**config.mk**
```make
export PLATFORM = sky130hd
export DESIGN_NAME = mmio_button_bridge
export DESIGN_NICKNAME = d
export VERILOG_FILES = /design/src/rtl/mmio_map_pkg.sv /design/src/rtl/mmio_debounce_ch.sv /design/src/rtl/mmio_button_bridge.sv
export SDC_FILE = /design/constraint.sdc
export NUM_CORES = 1
export LEC_CHECK = 0
export CAP_MARGIN = 10
export CORE_MARGIN = 2
export CORE_UTILIZATION = 40
export CTS_CLUSTER_DIAMETER = 80
export DETAILED_ROUTE_END_ITERATION = 10
export PLACE_DENSITY_LB_ADDON = 0.3
export SYNTH_ARGS = -nofsm -noshare
export SYNTH_HDL_FRONTEND = slang
export SYNTH_SLANG_ARGS = --single-unit
```
**constraint.sdc**
```tcl
create_clock -name clock -period 5.09 [get_ports clock]
set_input_delay 0.7635 -clock clock [delete_from_list [all_inputs] [get_ports clock]]
set_output_delay 0.7635 -clock clock [all_outputs]
set_load 0.02 [all_outputs]
```
**src/rtl/mmio_map_pkg.sv**
```systemverilog
// Address map defaults and field layout shared by the MMIO button bridge.
package mmio_map_pkg;

    localparam logic [31:0] DEF_OUT_ADDR    = 32'd2000;
    localparam logic [31:0] DEF_BTN_BASE    = 32'd3000;
    localparam logic [31:0] DEF_BTN_STRIDE  = 32'd1000;
    localparam logic [31:0] DEF_STATUS_ADDR = 32'd7000;

    // Status word layout: levels from bit 0, sticky flags from bit 16.
    localparam int STAT_LEVEL_LSB  = 0;
    localparam int STAT_STICKY_LSB = 16;

    // Per-channel read word layout.
    localparam int CH_LEVEL_BIT  = 0;
    localparam int CH_STICKY_BIT = 1;

    // Source selected for the registered processor read data.
    typedef enum logic [1:0] {
        SRC_RAM    = 2'd0,
        SRC_OUT    = 2'd1,
        SRC_STATUS = 2'd2,
        SRC_BTN    = 2'd3
    } rd_src_e;

    // Address of button channel idx.
    function automatic logic [31:0] btn_addr(input logic [31:0] base,
                                             input logic [31:0] stride,
                                             input int          idx);
        return base + stride * 32'(idx);
    endfunction

endpackage

```
**src/rtl/mmio_debounce_ch.sv**
```systemverilog
// One button channel: 2-flop synchroniser, stability counter, debounced
// level and a one-cycle rising-edge indication of that level.
module mmio_debounce_ch #(
    parameter int DEBOUNCE_CYCLES = 250000
) (
    input  logic clock,
    input  logic reset,
    input  logic btn_raw_i,
    output logic level_o,
    output logic rise_o
);

    localparam int                CNT_W   = (DEBOUNCE_CYCLES > 2) ? $clog2(DEBOUNCE_CYCLES) : 1;
    localparam logic [CNT_W-1:0]  CNT_MAX = CNT_W'(DEBOUNCE_CYCLES - 1);

    logic [1:0]       sync_q;
    logic [CNT_W-1:0] cnt_q, cnt_d;
    logic             level_q, level_d;
    logic             level_dly_q;
    logic             sync_s;

    assign sync_s = sync_q[1];

    // Accept a new level only after it has differed for DEBOUNCE_CYCLES cycles.
    always_comb begin
        cnt_d   = cnt_q;
        level_d = level_q;
        if (sync_s == level_q) begin
            cnt_d = '0;
        end else if (cnt_q == CNT_MAX) begin
            level_d = sync_s;
            cnt_d   = '0;
        end else begin
            cnt_d = cnt_q + 1'b1;
        end
    end

    // Synchroniser, counter, level and delayed level for edge detection.
    always_ff @(posedge clock) begin
        if (reset) begin
            sync_q      <= '0;
            cnt_q       <= '0;
            level_q     <= 1'b0;
            level_dly_q <= 1'b0;
        end else begin
            sync_q      <= {sync_q[0], btn_raw_i};
            cnt_q       <= cnt_d;
            level_q     <= level_d;
            level_dly_q <= level_q;
        end
    end

    // Rise is seen in the first cycle the new level is visible on level_o,
    // so a read in that cycle returns the level set but the flag not yet set.
    assign level_o = level_q;
    assign rise_o  = level_q & ~level_dly_q;

endmodule

```
**src/rtl/mmio_button_bridge.sv**
```systemverilog
// Memory-mapped bridge: button channels with sticky press flags, the
// processor-to-VGA output register, a status word and the read mux.
module mmio_button_bridge
    import mmio_map_pkg::*;
#(
    parameter int          NUM_BTN         = 4,
    parameter logic [31:0] BTN_BASE        = DEF_BTN_BASE,
    parameter logic [31:0] BTN_STRIDE      = DEF_BTN_STRIDE,
    parameter logic [31:0] OUT_ADDR        = DEF_OUT_ADDR,
    parameter logic [31:0] STATUS_ADDR     = DEF_STATUS_ADDR,
    parameter int          DEBOUNCE_CYCLES = 250000,
    parameter int          DATA_W          = 32
) (
    input  logic              clock,
    input  logic              reset,
    input  logic [NUM_BTN-1:0] btn_raw,
    input  logic [31:0]        mem_addr,
    input  logic               mem_wren,
    input  logic [DATA_W-1:0]  mem_wdata,
    input  logic [DATA_W-1:0]  ram_rdata,
    output logic [DATA_W-1:0]  proc_rdata,
    output logic [DATA_W-1:0]  vga_data,
    output logic               vga_wr_pulse,
    output logic [NUM_BTN-1:0] btn_level
);

    // True when no two decoded addresses coincide.
    function automatic bit map_ok();
        logic [31:0] a;
        bit          ok;
        ok = (OUT_ADDR != STATUS_ADDR);
        for (int i = 0; i < NUM_BTN; i++) begin
            a = btn_addr(BTN_BASE, BTN_STRIDE, i);
            if (a == OUT_ADDR || a == STATUS_ADDR) ok = 1'b0;
            for (int j = i + 1; j < NUM_BTN; j++) begin
                if (a == btn_addr(BTN_BASE, BTN_STRIDE, j)) ok = 1'b0;
            end
        end
        return ok;
    endfunction

    localparam bit MAP_OK = map_ok();

    if (!MAP_OK) begin : g_bad_map
        $error("mmio_button_bridge: overlapping MMIO addresses");
    end
    if (NUM_BTN < 1 || NUM_BTN > 16) begin : g_bad_num
        $error("mmio_button_bridge: NUM_BTN must be 1..16");
    end
    if (DEBOUNCE_CYCLES < 2) begin : g_bad_deb
        $error("mmio_button_bridge: DEBOUNCE_CYCLES must be at least 2");
    end
    if (DATA_W < STAT_STICKY_LSB + NUM_BTN) begin : g_bad_w
        $error("mmio_button_bridge: DATA_W too narrow for status word");
    end

    logic [NUM_BTN-1:0] ch_hit;
    logic [NUM_BTN-1:0] level;
    logic [NUM_BTN-1:0] rise;
    logic [NUM_BTN-1:0] sticky_q, sticky_d;
    logic [DATA_W-1:0]  vga_data_q, vga_data_d;
    logic               vga_pulse_q, vga_pulse_d;
    logic [DATA_W-1:0]  rdata_q, rdata_d;
    logic               out_hit, status_hit;
    logic [DATA_W-1:0]  ch_word, status_word;
    rd_src_e            src;

    for (genvar g = 0; g < NUM_BTN; g++) begin : g_ch
        localparam logic [31:0] CH_ADDR = btn_addr(BTN_BASE, BTN_STRIDE, g);

        assign ch_hit[g] = (mem_addr == CH_ADDR);

        mmio_debounce_ch #(
            .DEBOUNCE_CYCLES(DEBOUNCE_CYCLES)
        ) u_deb (
            .clock    (clock),
            .reset    (reset),
            .btn_raw_i(btn_raw[g]),
            .level_o  (level[g]),
            .rise_o   (rise[g])
        );
    end

    assign out_hit    = (mem_addr == OUT_ADDR);
    assign status_hit = (mem_addr == STATUS_ADDR);

    // Sticky flags: a read clears, a same-cycle rising edge overrides the clear.
    always_comb begin
        sticky_d = sticky_q;
        for (int i = 0; i < NUM_BTN; i++) begin
            if (ch_hit[i] && !mem_wren) sticky_d[i] = 1'b0;
            if (rise[i])                sticky_d[i] = 1'b1;
        end
    end

    // Output register and its write strobe; writes to other mapped addresses are dropped.
    always_comb begin
        vga_data_d  = vga_data_q;
        vga_pulse_d = 1'b0;
        if (mem_wren && out_hit) begin
            vga_data_d  = mem_wdata;
            vga_pulse_d = 1'b1;
        end
    end

    // Read source decode and word assembly from pre-edge state.
    always_comb begin
        ch_word     = '0;
        status_word = '0;
        src         = SRC_RAM;
        for (int i = 0; i < NUM_BTN; i++) begin
            if (ch_hit[i]) begin
                ch_word[CH_LEVEL_BIT]  = level[i];
                ch_word[CH_STICKY_BIT] = sticky_q[i];
            end
        end
        status_word[STAT_LEVEL_LSB  +: NUM_BTN] = level;
        status_word[STAT_STICKY_LSB +: NUM_BTN] = sticky_q;
        if (!mem_wren) begin
            if (out_hit)         src = SRC_OUT;
            else if (status_hit) src = SRC_STATUS;
            else if (|ch_hit)    src = SRC_BTN;
        end
    end

    // Read data mux feeding the registered processor read port.
    always_comb begin
        rdata_d = ram_rdata;
        case (src)
            SRC_OUT:    rdata_d = vga_data_q;
            SRC_STATUS: rdata_d = status_word;
            SRC_BTN:    rdata_d = ch_word;
            default:    rdata_d = ram_rdata;
        endcase
    end

    // State registers.
    always_ff @(posedge clock) begin
        if (reset) begin
            sticky_q    <= '0;
            vga_data_q  <= '0;
            vga_pulse_q <= 1'b0;
            rdata_q     <= '0;
        end else begin
            sticky_q    <= sticky_d;
            vga_data_q  <= vga_data_d;
            vga_pulse_q <= vga_pulse_d;
            rdata_q     <= rdata_d;
        end
    end

    assign proc_rdata   = rdata_q;
    assign vga_data     = vga_data_q;
    assign vga_wr_pulse = vga_pulse_q;
    assign btn_level    = level;

endmodule

```
==> results of run 1 <==
layer usage:
metal	vias to the layer above	track usage (%)	share of wire (%)
met4	2	7.97	2.3
li1	2809	-	-
met1	2514	22.9	43
met5	-	0	0.094
met2	143	31.8	49
met3	29	5.54	4.9
stage by stage:
step | cell area [µm²] | cells | hold slack (ps) | power, mW
floorplan | 6360 | 729 | 413 | 1.33
global placement | 8170 | 1082 | 426 | 1.45
detailed placement | 8170 | 1082 | 424 | 1.45
CTS | 8840 | 1114 | 437 | 2.89
global route | 8840 | 1114 | 460 | 2.96
finish | 8840 | 1114 | 435 | 2.87
report_power, final:
part,switching (mW),internal (mW),leakage (nW)
Clock,0.513,0.937,0.325
Sequential,0.00612,1.25,1.28
Combinational,0.0653,0.106,1.36
how the worst max path moves through the flow:
| stage | endpoint | cells past startpoint | slack, ps | startpoint |
|---|---|---|---|---|
| final | proc_rdata[1]$_SDFF_PP0_ | 6 | 1960 | mem_addr[11] |
| after global routing | proc_rdata[1]$_SDFF_PP0_ | 6 | 1740 | mem_addr[11] |
| after CTS | proc_rdata[1]$_SDFF_PP0_ | 6 | 1970 | mem_addr[11] |
| after detailed placement | proc_rdata[1]$_SDFF_PP0_ | 6 | 1580 | mem_addr[11] |
| after global placement | proc_rdata[1]$_SDFF_PP0_ | 6 | 1640 | mem_addr[11] |
| after floorplan | proc_rdata[10]$_SDFF_PP0_ | 8 | 2770 | mem_addr[28] |
area by class of cell:
type                            instances  area, µm²  area share (%)
Clock buffer                           19        443            5.01
Clock inverter                         13        235            2.66
Tap cell                              216        270            3.06
Inverter                                9       33.8           0.382
Sequential cell                       157       3140            35.5
Multi-Input combinational cell        526       2990            33.8
Timing Repair Buffer                  174       1730            19.6
flip-flops by register name, summed over array words and instances, names as in the netlist:
register	count
g_ch.u_deb.cnt_q	72
g_ch.u_deb.level_dly_q	4
g_ch.u_deb.level_o	4
g_ch.u_deb.sync_q	8
proc_rdata	32
sticky_q	4
vga_data	32
vga_wr_pulse	1
worst max-delay path, cell delays in order:
cell             delay (ps)
clkdlybuf4s50_1         580
nor4b_1                 400
nand4_1                 520
nor2_4                  750
o41ai_1                 170
a311oi_1                270
synth_stat cells (all sizes together) (10+ instances only):
| cell type | instances |
|---|---|
| a21oi | 49 |
| a22oi | 23 |
| buf | 21 |
| clkbuf | 16 |
| dfxtp | 157 |
| nand2 | 97 |
| nand3 | 26 |
| nand4 | 17 |
| nor2 | 125 |
| nor2b | 12 |
| nor4 | 10 |
| o21ai | 12 |
| or3 | 12 |
| xnor2 | 31 |
| xor2 | 34 |
kinds of logic after synthesis:
group | count (synthesis)
compound gates | 104
fa+ha+maj | 4
mux | 4
flops | 157
simple gates | 349
xor+xnor | 65
buf+inv | 46
==> summary.md, run 1 <==
| Metric | Value |
|---|---|
| Via count | 5497 |
| Top-area cell type share of the netlist area | 49.4% |
| Post-cts resize count | 0 |
| Synth Flop Type | dfxtp_1 |
| TNS Setup | 0 ps |
| Complex-gate fraction of the synthesized area | 10.3% |
| Hold Path Origin | g_ch[2].u_deb.sync_q[0]$_SDFF_PP0_ |
| Area Growth Syn to Fin | 39.1% |
| Slew Viols, Final | 0 |
| Number of global-route vias before repair | 5282 |
| CP arrival | 3460 ps |
| Clock-pin slew on the worst setup and hold paths | 60 ps |
| Number of max-cap violations | 0 |
| Utilization after layout | 56.3% |
| Root Buffer Master | clkbuf_16 |
| Initial antenna violation count | 1 |
| Vias/cell | 4.93 |
| Setup WS post-layout | 1960 ps |
| Post-synthesis cell area | 0.00636 mm² |
| Wirelength per Cell | 14.3 µm |
| Die width | 130 µm |
| Synth Instances | 729 |
| Setup-failing EPs final | 0 |
| Total wire length | 16000 µm |
| Syn. warnings | 0 |
| First-pass GRT wire length | 25200 µm |
| Crit share post-route | 61.4% |
| Maximum vdd drop | 263 µV |
| DRT Pass-1 Iters | 4 |
| CP Capture Type | register |
| Minimum clock period | 3130 ps |
| Die height | 130 µm |
| Xor and xnor fraction of the mapped netlist area | 8.95% |
| Hold Path Depth | 1 |
| Largest net degree at the start of global routing | 51 |
| PwrDens | 325 mW/mm² |
| Most frequent cells in the layout | clkdlybuf4s50_1 (170), dfxtp_1 (157), nor2_1 (124) |
| Main combinational cell family by area after synthesis | simple AND/OR/NAND/NOR gates |
| # Post-CTS Setup Buffers | 0 |
| Worst Hold End | g_ch[2].u_deb.sync_q[1]$_SDFF_PP0_ |
| CP max FO | 26 |
| Fin. Hold Viols | 0 |
| Post-synthesis register bit count | 157 |
| GP Congestion | 0.770 |
| EDFF count, synth | 0 |
| R2R Setup Slk | 3010 ps |
| Clock Sinks | 157 |
| Fmax | 0.320 GHz |
| Seq/Total Area, Yosys | 49.4% |
| I/O pins | 172 |
| Critical path type | input pin to register |
| RR Endpoint | g_ch[0].u_deb.cnt_q[14]$_SDFF_PP0_ |
| CP Launch Type | input pin |
| Commonest non-fill, non-tap cell in the layout | clkdlybuf4s50_1 |
| CTS tree | done |
| Post-DRT Antenna Nets | 0 |
| Tightest Pin Transition | 704 ps |
| Top area cells in the synthesized netlist | dfxtp_1 (49%), nor2_1 (7.3%), nand2_1 (5.7%) |
| Share of cells above drive strength 1 | 5.12% |
| Post-synthesis mux area share | 0.630% |
| Syn nets | 836 |
| Area of the core | 0.0157 mm² |
| Pre-CTS setup slack | 1580 ps |
| Outcome | finished clean |
| Unrepaired setup endpoints after global routing | no |
| Total track usage | 19.0% |
| Port Buffers | 171 |
| Worst r2r path cells | 5 |
| P_leak | 2.96 nW |
| Clock Path Buffers | 2 |
| Final Net Count | 992 |
| Area leader, netlist | dfxtp_1 |
| Die ar. | 0.0169 mm² |
| # DRC | 0 |
| Post-cts hold buffer count | 0 |
| Yosys cell types | 53 |
| CTS Buf Count | 17 |
| Antenna diodes | 0 |
| Crit Reg-Reg Startpoint | g_ch[0].u_deb.cnt_q[11]$_SDFF_PP0_ |
| Initial Util | 40.5% |
| Adder-cell area share of the yosys netlist | 0.787% |
| Filler instances | 1362 |
| Post-synth ARST share | 0% |
| First DRT Iteration DRCs | 251 |
| # rows | 46 |
| Syn_area_per_cell | 8.72 µm² |
| Max-Slew Margin vs Limit | 53.0% |
| H-tree depth | 4 |
| WP data required | 5420 ps |
| Final clock skew | 8.68 ps |
| HP Class | register to register |
| Clock Latency Late Sink | 420 ps |
| Grt total ovfl | 0 |
| Detailed placement HPWL | 11200 µm |
| Post-synthesis simple-gate area fraction | 26.4% |
Note: power is estimated with default switching activity, not from simulation.
==> inputs of run 2 (changes only) <==
==> constraint.sdc (replaced) <==
create_clock -name clock -period 3.05 [get_ports clock]
set_input_delay 0.4575 -clock clock [delete_from_list [all_inputs] [get_ports clock]]
set_output_delay 0.4575 -clock clock [all_outputs]
set_load 0.02 [all_outputs]
==> summary.md, run 2 (synthesized netlist as in run 1, its figures left out) <==
| Metric | Value |
|---|---|
| First DRT Iteration DRCs | 265 (+5.6%) |
| Port Buffers | 171 (unchanged) |
| Cells after DPL | 1086 (+0.37%) |
| CP arrival | 2570 ps (-890 ps) |
| Filler instances | 1394 (+2.3%) |
| Vias/cell | 4.95 (+0.37%) |
| Root Buffer Master | clkbuf_16 |
| DRT Pass-1 Iters | 5 (+1) |
| Met1 usage | 24.5% (+1.6 points) |
| Commonest non-fill, non-tap cell in the layout | clkdlybuf4s50_1 |
| H-tree depth | 4 (unchanged) |
| Area of the core | 0.0157 mm² (unchanged) |
| Most frequent cells in the layout | clkdlybuf4s50_1 (170), dfxtp_1 (157), nor2_1 (124) |
| Reg with most FFs | g_ch.u_deb.cnt_q |
| # Post-CTS Setup Buffers | 0 (unchanged) |
| R2R Setup Slk | 950 ps (-2060 ps) |
| Clock Latency Late Sink | 430 ps (about the same) |
| Die height | 130 µm (unchanged) |
| Number of max-cap violations | 0 (unchanged) |
| Initial antenna violation count | 1 (unchanged) |
| Detailed placement HPWL | 11400 µm (+2.5%) |
| Outcome | finished clean |
| CP max FO | 25 (-3.8%) |
| CTS tree | done |
| Share of cells above drive strength 1 | 5.54% (+0.42 points) |
| Layer with the highest usage | met2 |
| TNS Setup | 0 ps (unchanged) |
| Total wire length | 16200 µm (+1.4%) |
| Wirelength per Cell | 14.5 µm (+1.0%) |
| Area Growth Syn to Fin | 37.8% |
| Clock-pin slew on the worst setup and hold paths | 60 ps (about the same) |
| # rows | 46 (unchanged) |
| Hold Path Depth | 1 (unchanged) |
| Fmax | 0.442 GHz |
| Hold Path Origin | g_ch[0].u_deb.sync_q[0]$_SDFF_PP0_ |
| Setup-failing EPs final | 0 (unchanged) |
| Worst Hold End | g_ch[0].u_deb.sync_q[1]$_SDFF_PP0_ |
| Total track usage | 19.4% (+0.36 points) |
| Maximum vdd drop | 417 µV (+59%) |
| RR Endpoint | g_ch[0].u_deb.cnt_q[10]$_SDFF_PP0_ |
| Number of global-route vias before repair | 5173 (-2.1%) |
| Final Net Count | 996 (+0.40%) |
| Crit share post-route | 74.1% |
| GP Congestion | 0.826 (+7.2%) |
| Final clock skew | 11.8 ps (+3.13 ps) |
| Area of the multi-input gates | 0.00299 mm² (unchanged) |
| Crit Reg-Reg Startpoint | g_ch[0].u_deb.cnt_q[11]$_SDFF_PP0_ |
| Worst hold margin | 433 ps (-2.27 ps) |
| CP Capture Type | register |
| Unrepaired setup endpoints after global routing | no |
| Met3 usage | 6.40% (+0.86 points) |
| Max FFs per register | 72 (unchanged) |
| Die ar. | 0.0169 mm² (unchanged) |
| HP Class | register to register |
| Max-Slew Margin vs Limit | 58.3% (+5.3 points) |
| CTS Buf Count | 17 (unchanged) |
| Slew Viols, Final | 0 (unchanged) |
| CP Launch Type | input pin |
| P_leak | 2.91 nW (-1.7%) |
| Clock Path Buffers | 2 (unchanged) |
| PwrDens | 496 mW/mm² (+53%) |
| Final Power | 4.34 mW (+51%) |
| WP data required | 3360 ps (-2060 ps) |
| Met2 Use GR | 30.6% (-1.3 points) |
| Via count | 5537 (+0.73%) |
| Seq. cell area | 0.00314 mm² (unchanged) |
| Post-cts hold buffer count | 0 (unchanged) |
| Worst r2r path cells | 5 (unchanged) |
| Tightest Pin Transition | 626 ps (-77.7 ps) |
| Die width | 130 µm (unchanged) |
| Critical path type | input pin to register |
| Fin. Hold Viols | 0 (unchanged) |
| Clock Sinks | 157 (unchanged) |
| Post-DRT Antenna Nets | 0 (unchanged) |
| # DRC | 0 (unchanged) |
| Post-cts resize count | 0 (unchanged) |
| Minimum clock period | 2260 ps |
| Largest net degree at the start of global routing | 61 (+20%) |
| Antenna diodes | 0 (unchanged) |
| First-pass GRT wire length | 25700 µm (+1.7%) |
| I/O pins | 172 (unchanged) |
| Grt total ovfl | 0 (unchanged) |
| Final Non-Filler Cells | 1118 (+0.36%) |
| Initial Util | 40.5% (unchanged) |
-- run 2: cell types whose count changed in the layout (fill, tap and decap cells not counted), sizes merged --
cell and delta:
bufinv -6, buf +4, inv +4, clkinvlp +3
clkbuf -1
-- run 2: worst max path at each step --
stage                 start                        end  cells after the start
3_3_place_gp    mem_addr[4]   proc_rdata[0]$_SDFF_PP0_                      7
2_1_floorplan  mem_addr[28]  proc_rdata[10]$_SDFF_PP0_                      8
4_1_cts         mem_addr[4]   proc_rdata[0]$_SDFF_PP0_                      7
6_report        mem_addr[4]   proc_rdata[0]$_SDFF_PP0_                      7
5_1_grt         mem_addr[4]   proc_rdata[0]$_SDFF_PP0_                      7
3_5_place_dp    mem_addr[4]   proc_rdata[0]$_SDFF_PP0_                      7
-- run 2: stage by stage --
step                setup slack (ps)  cell area, µm²  utilization, %
floorplan                       1040            6360               -
global placement                 443            8220            52.3
detailed placement               360            8220            52.3
CTS                              802            8760            55.7
global route                     624            8760            55.7
finish                           790            8760            55.7
-- run 2: cell type report --
type                            count  share of cell area [%]
Multi-Input combinational cell    526                    34.1
Timing Repair Buffer              178                    20.4
Clock buffer                       18                    4.90
Clock inverter                     14                    1.24
Inverter                            9                   0.386
Sequential cell                   157                    35.9
Tap cell                          216                    3.09
-- run 2: critical path, cell delays in order --
cell	delay [ps]
clkdlybuf4s50_1	570
and4b_1	260
nand4b_2	200
and4_1	350
a21o_4	370
a311oi_1	250
a21oi_1	110
-- run 2: where the power goes --
group	internal (mW)	switching [mW]	total (mW)	leakage, nW
clock	1.05	0.916	1.97	0.251
combinational	0.177	0.109	0.286	1.39
sequential	2.08	0.00958	2.09	1.28
-- run 2: per-layer routing --
metal	part of all wire [%]	up-vias
met4	2.5	2
met2	48	164
met1	44	2534
met3	6.2	35
li1	-	2802
met5	0.080	-
